**config.mk**
```make
export PLATFORM = sky130hd
export DESIGN_NAME = tone_player
export DESIGN_NICKNAME = d
export VERILOG_FILES = /design/src/rtl/tone_player.sv
export SDC_FILE = /design/constraint.sdc
export NUM_CORES = 1
export LEC_CHECK = 0
export ABC_AREA = 0
export CELL_PAD_IN_SITES_DETAIL_PLACEMENT = 1
export CELL_PAD_IN_SITES_GLOBAL_PLACEMENT = 1
export CORE_MARGIN = 3
export CORE_UTILIZATION = 46
export CTS_BUF_LIST = sky130_fd_sc_hd__clkbuf_8
export CTS_CLUSTER_SIZE = 12
export DETAILED_ROUTE_END_ITERATION = 12
export GPL_TIMING_DRIVEN = 1
export PLACE_DENSITY_LB_ADDON = 0.1
export SYNTH_ARGS = -nofsm -noshare
export SYNTH_HDL_FRONTEND = slang
export SYNTH_SLANG_ARGS = --single-unit
```
**constraint.sdc**
```tcl
create_clock -name clk -period 3.3 [get_ports clk]
set_input_delay 0.66 -clock clk [delete_from_list [all_inputs] [get_ports clk]]
set_output_delay 0.66 -clock clk [all_outputs]
set_load 0.02 [all_outputs]
```
**src/rtl/tone_player.sv**
```systemverilog
// tone_player: square-wave generator driven by a half-period count.
// A key press (en=1) starts a note and releasing the key ends it. A new tone
// takes effect only at the start of a full period (the rising edge of
// speaker), and a note always ends with speaker low, so the pin never
// produces a runt pulse.
//
// Optional feature: when TONE_PLAYER_OCTAVE_EN is defined, the module gains
// an octave_up input. It is sampled together with tone, and when it is 1 the
// half-period count used is tone>>1 (roughly one octave higher).
//
// Ports:
//   clk          system clock
//   rst_n        asynchronous active-low reset
//   en           note request (1 while any key is held)
//   tone         half-period length minus 1, in clk cycles
//   octave_up    (TONE_PLAYER_OCTAVE_EN only) halve the sampled tone
//   speaker      square-wave output (registered)
//   busy         1 while the player is not idle (registered)
//   period_tick  1-cycle pulse on each rising edge of speaker (registered)
module tone_player #(
  parameter int unsigned WIDTH = 17
) (
  input  logic             clk,
  input  logic             rst_n,
  input  logic             en,
  input  logic [WIDTH-1:0] tone,
`ifdef TONE_PLAYER_OCTAVE_EN
  input  logic             octave_up,
`endif
  output logic             speaker,
  output logic             busy,
  output logic             period_tick
);

  localparam logic [1:0] IDLE = 2'd0;
  localparam logic [1:0] PLAY = 2'd1;
  localparam logic [1:0] STOP = 2'd2;

  logic [1:0]       state, state_nxt;
  logic [WIDTH-1:0] cnt, cnt_nxt;
  logic [WIDTH-1:0] tone_q, tone_q_nxt;
  logic             speaker_nxt;
  logic             tick_nxt;
  logic [WIDTH-1:0] tone_eff;

  // Tone value as it would be captured at a note start or rising point.
`ifdef TONE_PLAYER_OCTAVE_EN
  assign tone_eff = octave_up ? (tone >> 1) : tone;
`else
  assign tone_eff = tone;
`endif

  // State and registered outputs.
  always_ff @(posedge clk or negedge rst_n) begin
    if (!rst_n) begin
      state       <= IDLE;
      cnt         <= '0;
      tone_q      <= '0;
      speaker     <= 1'b0;
      busy        <= 1'b0;
      period_tick <= 1'b0;
    end else begin
      state       <= state_nxt;
      cnt         <= cnt_nxt;
      tone_q      <= tone_q_nxt;
      speaker     <= speaker_nxt;
      busy        <= (state_nxt != IDLE);
      period_tick <= tick_nxt;
    end
  end

  // Next-state and next-output logic.
  always_comb begin
    state_nxt   = state;
    cnt_nxt     = cnt;
    tone_q_nxt  = tone_q;
    speaker_nxt = speaker;
    tick_nxt    = 1'b0;

    case (state)
      IDLE: begin
        speaker_nxt = 1'b0;
        if (en) begin
          state_nxt   = PLAY;
          tone_q_nxt  = tone_eff;
          cnt_nxt     = tone_eff;
          speaker_nxt = 1'b1;
          tick_nxt    = 1'b1;
        end
      end

      PLAY: begin
        if (!en) begin
          // Release takes priority over an expiring half-period.
          if (!speaker) begin
            state_nxt = IDLE;
          end else if (cnt == '0) begin
            state_nxt   = IDLE;
            speaker_nxt = 1'b0;
          end else begin
            state_nxt = STOP;
            cnt_nxt   = cnt - WIDTH'(1);
          end
        end else if (cnt != '0) begin
          cnt_nxt = cnt - WIDTH'(1);
        end else if (speaker) begin
          speaker_nxt = 1'b0;
          cnt_nxt     = tone_q;
        end else begin
          // Rising point: the only place a new tone is picked up.
          speaker_nxt = 1'b1;
          tone_q_nxt  = tone_eff;
          cnt_nxt     = tone_eff;
          tick_nxt    = 1'b1;
        end
      end

      STOP: begin
        // Finish the high half regardless of en, then fall to idle.
        if (cnt != '0) begin
          cnt_nxt = cnt - WIDTH'(1);
        end else begin
          speaker_nxt = 1'b0;
          state_nxt   = IDLE;
        end
      end

      default: begin
        state_nxt   = IDLE;
        speaker_nxt = 1'b0;
      end
    endcase
  end

endmodule
```
==> impl_results.html, run 1 <==
<table>
<tr><th>Metric</th><th>Value</th></tr>
<tr><th colspan="2">Logic synthesis</th></tr>
<tr><td>Predominant post-synthesis flop cell</td><td>dfrtp_1</td></tr>
<tr><td>Part of the Yosys area used for sequential elements</td><td>0.387</td></tr>
<tr><td>Synth unique cells</td><td>50</td></tr>
<tr><td>Post-Syn Instances</td><td>271</td></tr>
<tr><td>Post-Syn Area per Cell</td><td>9.31 sq um</td></tr>
<tr><td>Largest area contributor in the netlist</td><td>dfrtp_1</td></tr>
<tr><td>Syn Nets</td><td>297</td></tr>
<tr><td>Total of warnings raised by yosys</td><td>0</td></tr>
<tr><td>Number of enable-type register cells in the synthesized netlist</td><td>0</td></tr>
<tr><td>Largest cells by area after synthesis</td><td>dfrtp_1 (39%), mux2_2 (7.6%), mux2i_1 (6.7%)</td></tr>
<tr><td>Async S/R FF share, synth</td><td>1.00</td></tr>
<tr><td>Flip-flop and latch count after synthesis</td><td>39</td></tr>
<tr><td>Syn Std Cell Area</td><td>0.00252 sq mm</td></tr>
<tr><td>Cell with the most instances after synthesis</td><td>dfrtp_1</td></tr>
<tr><td>Share of Yosys cell area claimed by the top area cell type</td><td>0.387</td></tr>
<tr><td>Most frequent cells after synthesis</td><td>dfrtp_1 (39), o21ai_0 (30), a21oi_1 (21)</td></tr>
<tr><th colspan="2">Clock tree</th></tr>
<tr><td>Clock buffers created by TritonCTS</td><td>5</td></tr>
<tr><td>Clk Latency, worst-skew pair</td><td>0.30 ns</td></tr>
<tr><td>Total setup buffers inserted after CTS</td><td>0</td></tr>
<tr><td>TritonCTS clock tree</td><td>built</td></tr>
<tr><td>Max clock buf depth</td><td>2</td></tr>
<tr><td>Resized cells post-CTS</td><td>0</td></tr>
<tr><td>Htree depth</td><td>2</td></tr>
<tr><td>Cell chosen for the clock root</td><td>clkbuf_8</td></tr>
<tr><td>Hold buffer count at CTS</td><td>0</td></tr>
<tr><td>Number of clock sinks seen by CTS</td><td>39</td></tr>
<tr><td>Post-CTS clock slew at the launch and capture registers of the worst setup and hold paths</td><td>0.08 ns</td></tr>
<tr><th colspan="2">Cells and area</th></tr>
<tr><td>Fin util</td><td>0.563</td></tr>
<tr><td>Post-layout nets</td><td>318</td></tr>
<tr><td>Inserted Diodes</td><td>0</td></tr>
<tr><td>Number of standard cells in the layout, taps in and fillers out</td><td>363</td></tr>
<tr><td>Layout area overhead</td><td>16.1%</td></tr>
<tr><td>Fraction of layout instances using a drive strength above 1</td><td>0.150</td></tr>
<tr><th colspan="2">Worst setup path</th></tr>
<tr><td>Critical Path Sink Type</td><td>flip-flop</td></tr>
<tr><td>Worst reg-to-reg path cell count</td><td>9</td></tr>
<tr><td>Reg-to-reg setup timing slack</td><td>0.51 ns</td></tr>
<tr><td>Cell with the largest stage delay on the worst path</td><td>or3_1</td></tr>
<tr><td>Critical path start-end classification</td><td>reg2reg</td></tr>
<tr><td>Delay of the slowest critical-path stage</td><td>0.51 ns</td></tr>
<tr><td>CP Data Required Time</td><td>3.48 ns</td></tr>
<tr><td>CP max FO</td><td>11</td></tr>
<tr><td>Worst reg2reg path endpoint</td><td>tone_q[0]</td></tr>
<tr><td>Arrival @ worst endpoint</td><td>2.97 ns</td></tr>
<tr><td>Start of the worst register-to-register path</td><td>cnt[0]</td></tr>
<tr><td>Kind of launch point of the worst setup path</td><td>flip-flop</td></tr>
<tr><td>Critical-path cell list</td><td>inv_1 -&gt; ha_1 -&gt; nor4b_2 -&gt; nand3_2 -&gt; or3_1 -&gt; nor2_2 -&gt; o21a_1 -&gt; buf_4 -&gt; mux2_2</td></tr>
<tr><th colspan="2">Route</th></tr>
<tr><td>Number of nets with antenna violations after detailed routing</td><td>0</td></tr>
<tr><td>Routed wire length</td><td>7020 microns</td></tr>
<tr><td>Via density per instance</td><td>6.08</td></tr>
<tr><td>Number of iterations in the first detailed-routing pass</td><td>4</td></tr>
<tr><td>Detailed-route wire length per cell</td><td>19.3 microns</td></tr>
<tr><td>Detailed Route Iter0 Violations</td><td>122</td></tr>
<tr><td>Vias</td><td>2208</td></tr>
<tr><td>DRC errors left</td><td>0</td></tr>
<tr><th colspan="2">STA</th></tr>
<tr><td>Final TNS setup</td><td>0 ns</td></tr>
<tr><td>Final worst path period share</td><td>0.844</td></tr>
<tr><td>Slew Viols, Final</td><td>0</td></tr>
<tr><td>Worst clock skew</td><td>0.00660 ns</td></tr>
<tr><td>Worst-case setup margin in the final layout</td><td>0.514 ns</td></tr>
<tr><td>Worst max-slew margin expressed relative to the limit</td><td>0.376</td></tr>
<tr><td>RSZ-0062 raised after global routing</td><td>no</td></tr>
<tr><td>Hold Fails Final Rpt</td><td>0</td></tr>
<tr><td>Total of endpoints with negative setup slack in the final report</td><td>0</td></tr>
<tr><td>Highest achievable clock rate</td><td>359 MHz</td></tr>
<tr><td>Final hold slack</td><td>0.491 ns</td></tr>
<tr><td>Slew at the pin with the worst max-slew slack</td><td>0.927 ns</td></tr>
<tr><td>Clock period minus final worst setup slack</td><td>2.79 ns</td></tr>
<tr><th colspan="2">Min path</th></tr>
<tr><td>Path type of the worst min-delay path</td><td>in2async</td></tr>
<tr><th colspan="2">Pwr</th></tr>
<tr><td>Power density over cell area</td><td>1020 mW/mm^2</td></tr>
<tr><td>Worst vdd ir</td><td>595 uV</td></tr>
<tr><td>Leakage dissipation</td><td>1.15 nW</td></tr>
<tr><th colspan="2">Global routing</th></tr>
<tr><td>Vias in the first global route</td><td>2272</td></tr>
<tr><td>Total global routing track utilization</td><td>0.239</td></tr>
<tr><td>Largest net degree at the start of global routing</td><td>40</td></tr>
<tr><td>Number of antenna violations at the first check in global routing</td><td>0</td></tr>
<tr><td>First-pass GRT wire length</td><td>11700 microns</td></tr>
<tr><td>GRT overflow</td><td>0</td></tr>
<tr><th colspan="2">Run</th></tr>
<tr><td># Max-Cap Violations</td><td>0</td></tr>
<tr><th colspan="2">Floorplanning</th></tr>
<tr><td>Die height</td><td>80.1 microns</td></tr>
<tr><td>DIE AREA</td><td>0.00641 sq mm</td></tr>
<tr><td>Core box area</td><td>0.00520 sq mm</td></tr>
<tr><td>Die width</td><td>80.1 microns</td></tr>
<tr><td>Row count</td><td>26</td></tr>
<tr><td>Top-level I/O count</td><td>23</td></tr>
<tr><td>Starting density of the core</td><td>0.485</td></tr>
<tr><th colspan="2">Placement</th></tr>
<tr><td>Half-perimeter wire length of the detailed placement result</td><td>5070 microns</td></tr>
<tr><td>Port-buffer cells</td><td>22</td></tr>
<tr><td># placed instances</td><td>355</td></tr>
<tr><td>Final GP Congestion</td><td>0.809</td></tr>
<tr><td>Worst setup slack before clock tree synthesis</td><td>0.441 ns</td></tr>
<tr><th colspan="2">Run status</th></tr>
<tr><td>Outcome</td><td>complete, no violations</td></tr>
</table>
[per-stage QoR]
step	cell area, sq um	total power, mW
6_report	2930	2.99
5_1_grt	2930	3.25
4_1_cts	2930	3.00
3_5_place_dp	2810	2.56
3_3_place_gp	2810	2.51
2_1_floorplan	2520	2.08
[worst max-delay path by stage]
stage                      end  slack (ns)   start
floorplan           tone_q[10]        0.87  cnt[0]
global placement        cnt[3]        0.47      en
detailed placement     cnt[13]        0.44      en
CTS                  tone_q[0]        0.50  cnt[0]
global route         tone_q[0]        0.33  cnt[0]
finish               tone_q[0]        0.51  cnt[0]
[registers in the layout, indices dropped and copies added, names as in the netlist]
register / cells
speaker: 1
cnt: 17
period_tick: 1
busy: 1
tone_q: 17
state: 2
[layout make-up]
class / instances / area [sq um]
clock buffers: 6 / 82.6
clock inverters: 2 / 35.0
fillers: 633 / 2280
inverters: 12 / 45.0
multi-input cells: 203 / 1420
flip-flops and latches: 39 / 976
well taps: 70 / 87.6
repair buffers: 31 / 283
[per-layer routing]
metal,wire length (microns),global-route usage,part of all wire
met5,0,0,0
met1,3220,0.321,0.46
met4,89,0.0659,0.013
met3,259,0.0392,0.037
met2,3450,0.399,0.49
[layout by cell type (no fill, tap or decap), types with 2 or more instances in the layout]
master,n
a2111oi_0,3
a211oi_1,5
a21oi_1,21
a31oi_1,2
buf_4,9
clkbuf_8,6
clkdlybuf4s50_1,21
dfrtp_1,39
ha_1,6
inv_1,11
mux2_1,2
mux2_2,17
mux2i_1,17
nand2_1,16
nor2_1,18
nor3_1,9
nor4_1,4
o21a_1,2
o21ai_0,30
o21ai_1,4
o221ai_1,3
o22ai_1,4
o31ai_1,3
or3_1,3
or4_1,6
xnor2_1,5
xor2_1,2
[cells by family after synthesis]
| logic type | after synthesis | synth area share |
|---|---|---|
| xor gates and xnor gates | 7 | 0.0243 |
| buffers and inverters | 29 | 0.0506 |
| muxes | 37 | 0.158 |
| DFF | 39 | 0.387 |
| AOI/OAI and AO/OA | 86 | 0.209 |
| and+or+nand+nor | 67 | 0.141 |
| adders and majority gates | 6 | 0.0297 |
[where the power goes]
part / leakage, nW / total [mW] / switching [mW] / internal (mW)
Sequential: 0.474 / 0.971 / 0.249 / 0.722
Clock: 0.0612 / 0.419 / 0.174 / 0.245
Combinational: 0.615 / 1.60 / 0.910 / 0.687
[critical path, delay by kind of cell, from the launching register on]
| kind | cells | cell delay [ns] |
|---|---|---|
| compound gates | 1 | 0.17 |
| fa+ha+maj | 1 | 0.20 |
| mux | 1 | 0.36 |
| buf+inv | 2 | 0.31 |
| simple gates | 4 | 1.23 |
| flops | 1 | 0.41 |
(Power assumes the default switching activity.)
==> inputs of run 2 (changes only) <==
CORE_UTILIZATION = 42   (was 46)
clock period = 2.4 ns   (was 3.3 ns; I/O delays follow)
==> run 2 against run 1 <==
The flow now finishes with violations (setup timing). Global-route usage down 0.77 points. Sequential share of layout area down 3.1 points. Flip-flop and latch count stayed put. Critical path type unchanged. Register-to-register slack lost 0.60 ns. Count of clock-buffer cells in the layout stayed put. Largest power group unchanged. Sequential power rose by 30%. Clock power is 41% higher. Combinational power increased by 74%. Core utilization is 0.69 points higher.
==> impl_results.html, run 2 (synthesis results as in run 1) <==
<table>
<tr><th>Metric</th><th>Value</th></tr>
<tr><th colspan="2">Run status</th></tr>
<tr><td>Outcome</td><td>complete, but fails checks</td></tr>
<tr><td>Violations in the final reports</td><td>setup timing</td></tr>
<tr><th colspan="2">STA</th></tr>
<tr><td>Worst clock skew</td><td>0.00875 ns</td></tr>
<tr><td>Final TNS setup</td><td>-0.217 ns</td></tr>
<tr><td>RSZ-0062 raised after global routing</td><td>yes</td></tr>
<tr><td>Clock period minus final worst setup slack</td><td>2.49 ns</td></tr>
<tr><td>Highest achievable clock rate</td><td>402 MHz</td></tr>
<tr><td>Total of endpoints with negative setup slack in the final report</td><td>10</td></tr>
<tr><td>Final worst path period share</td><td>1.04</td></tr>
<tr><td>Slew Viols, Final</td><td>0</td></tr>
<tr><td>Worst max-slew margin expressed relative to the limit</td><td>0.680</td></tr>
<tr><td>Slew at the pin with the worst max-slew slack</td><td>0.478 ns</td></tr>
<tr><td>Hold Fails Final Rpt</td><td>0</td></tr>
<tr><td>Worst-case setup margin in the final layout</td><td>-0.0851 ns</td></tr>
<tr><th colspan="2">Worst setup path</th></tr>
<tr><td>Arrival @ worst endpoint</td><td>2.67 ns</td></tr>
<tr><td>CP max FO</td><td>5</td></tr>
<tr><td>Worst reg2reg path endpoint</td><td>cnt[3]</td></tr>
<tr><td>Start of the worst register-to-register path</td><td>cnt[0]</td></tr>
<tr><td>Launch point of the critical path</td><td>cnt[0]</td></tr>
<tr><td>Critical Path Sink Type</td><td>flip-flop</td></tr>
<tr><td>Reg-to-reg setup timing slack</td><td>-0.09 ns</td></tr>
<tr><td>Worst reg-to-reg path cell count</td><td>9</td></tr>
<tr><td>Kind of launch point of the worst setup path</td><td>flip-flop</td></tr>
<tr><td>CP Data Required Time</td><td>2.59 ns</td></tr>
<tr><td>Critical path start-end classification</td><td>reg2reg</td></tr>
<tr><th colspan="2">Clock tree</th></tr>
<tr><td>Htree depth</td><td>2</td></tr>
<tr><td>Max clock buf depth</td><td>2</td></tr>
<tr><td>TritonCTS clock tree</td><td>built</td></tr>
<tr><td>Clk Latency, worst-skew pair</td><td>0.30 ns</td></tr>
<tr><td>Cell chosen for the clock root</td><td>clkbuf_8</td></tr>
<tr><td>Clock buffers created by TritonCTS</td><td>5</td></tr>
<tr><td>Number of clock sinks seen by CTS</td><td>39</td></tr>
<tr><td>Post-CTS clock slew at the launch and capture registers of the worst setup and hold paths</td><td>0.08 ns</td></tr>
<tr><th colspan="2">Global routing</th></tr>
<tr><td>Largest net degree at the start of global routing</td><td>25</td></tr>
<tr><td>Vias in the first global route</td><td>2478</td></tr>
<tr><td>GRT overflow</td><td>0</td></tr>
<tr><td>Number of antenna violations at the first check in global routing</td><td>0</td></tr>
<tr><td>First-pass GRT wire length</td><td>13000 microns</td></tr>
<tr><td>Total global routing track utilization</td><td>0.232</td></tr>
<tr><th colspan="2">Cells and area</th></tr>
<tr><td>Fin util</td><td>0.570</td></tr>
<tr><td>Fraction of layout instances using a drive strength above 1</td><td>0.251</td></tr>
<tr><td>Footprint of the flip-flops and latches</td><td>976 sq um</td></tr>
<tr><td>Total area of multi-input combinational cells</td><td>0.00149 sq mm</td></tr>
<tr><td>Most frequent cells in the layout</td><td>dfrtp_1 (39), buf_4 (36), o21ai_0 (29)</td></tr>
<tr><td>Most common cell after layout, fill and taps aside</td><td>dfrtp_1</td></tr>
<tr><td>Post-layout nets</td><td>348</td></tr>
<tr><td>Layout fillers</td><td>671</td></tr>
<tr><td>Inserted Diodes</td><td>0</td></tr>
<tr><td>Layout area overhead</td><td>28.1%</td></tr>
<tr><td>Registers with the most flip-flops</td><td>cnt x17, tone_q x17, state x2</td></tr>
<tr><td>Number of standard cells in the layout, taps in and fillers out</td><td>395</td></tr>
<tr><th colspan="2">Pwr</th></tr>
<tr><td>Worst vdd ir</td><td>540 uV</td></tr>
<tr><td>Power density over cell area</td><td>1430 mW/mm^2</td></tr>
<tr><td>Leakage dissipation</td><td>1.31 nW</td></tr>
<tr><th colspan="2">Min path</th></tr>
<tr><td>Path type of the worst min-delay path</td><td>in2async</td></tr>
<tr><th colspan="2">Floorplanning</th></tr>
<tr><td>Die width</td><td>83.5 microns</td></tr>
<tr><td>DIE AREA</td><td>0.00697 sq mm</td></tr>
<tr><td>Die height</td><td>83.5 microns</td></tr>
<tr><td>Top-level I/O count</td><td>23</td></tr>
<tr><td>Starting density of the core</td><td>0.445</td></tr>
<tr><td>Core box area</td><td>0.00568 sq mm</td></tr>
<tr><td>Row count</td><td>27</td></tr>
<tr><th colspan="2">Route</th></tr>
<tr><td>Vias</td><td>2348</td></tr>
<tr><td>Number of iterations in the first detailed-routing pass</td><td>4</td></tr>
<tr><td>Number of nets with antenna violations after detailed routing</td><td>0</td></tr>
<tr><td>Detailed-route wire length per cell</td><td>20.3 microns</td></tr>
<tr><td>DRC errors left</td><td>0</td></tr>
<tr><td>Detailed Route Iter0 Violations</td><td>140</td></tr>
<tr><td>Routed wire length</td><td>8020 microns</td></tr>
<tr><td>Via density per instance</td><td>5.94</td></tr>
<tr><th colspan="2">Placement</th></tr>
<tr><td># placed instances</td><td>384</td></tr>
<tr><td>Half-perimeter wire length of the detailed placement result</td><td>5780 microns</td></tr>
<tr><td>Worst setup slack before clock tree synthesis</td><td>-0.0460 ns</td></tr>
<tr><td>Port-buffer cells</td><td>22</td></tr>
<tr><td>Final GP Congestion</td><td>0.881</td></tr>
<tr><th colspan="2">Run</th></tr>
<tr><td># Max-Cap Violations</td><td>0</td></tr>
</table>
[run 2: cell type report]
cell class / count / share of cell area
multi-input combinational: 203 / 0.459
sequential: 39 / 0.302
inverter: 12 / 0.0139
clock buffer: 6 / 0.0255
tap: 72 / 0.0279
clock inverter: 2 / 0.0108
timing repair buffer: 61 / 0.161
[run 2: worst max path at each step]
stage / end / slack (ns) / cells past startpoint
detailed placement: cnt[11] / -0.05 / 9
floorplan: tone_q[10] / 0.0007 / 10
CTS: tone_q[13] / -0.03 / 9
global placement: cnt[3] / 0.04 / 6
global route: cnt[3] / -0.18 / 9
finish: cnt[3] / -0.09 / 9
[run 2: stage by stage]
step	power, mW	hold slack (ns)	cell area [sq um]
after floorplan	2.88	0.184	2530
after global placement	3.71	0.414	3030
after detailed placement	3.81	0.423	3030
after CTS	4.42	0.102	3150
after global routing	4.99	0.104	3230
final	4.63	0.0859	3230
[run 2: metal layers]
metal  GRT usage  up-vias  part of all wire
li1            -     1104                 -
met1       0.312     1177              0.46
met2       0.390       55              0.49
met3      0.0385       12             0.038
met4      0.0556        0             0.015
met5           0        -                 0
[run 2: worst max-delay path: stages (launching register included)]
cell and delay [ns]:
dfrtp_1 0.42, inv_2 0.09, ha_4 0.14, nor4b_4 0.22, nand3_2 0.12, buf_6 0.14
or4_4 0.55, mux2_4 0.35, a221oi_4 0.26, o21ai_1 0.09
[run 2: repair_timing]
action	4_1_cts	5_1_grt
buffers inserted	0	2
endpoints found under the setup margin	18	35
pin swaps	1	6
hold buffers	0	0
endpoints found under the hold margin	0	0
resized for setup	2	17
gates cloned	0	1
[run 2: power by group]
group          switching, mW  internal (mW)
clock                  0.254          0.337
combinational           1.53           1.25
sequential             0.262          0.993
total                   2.05           2.58
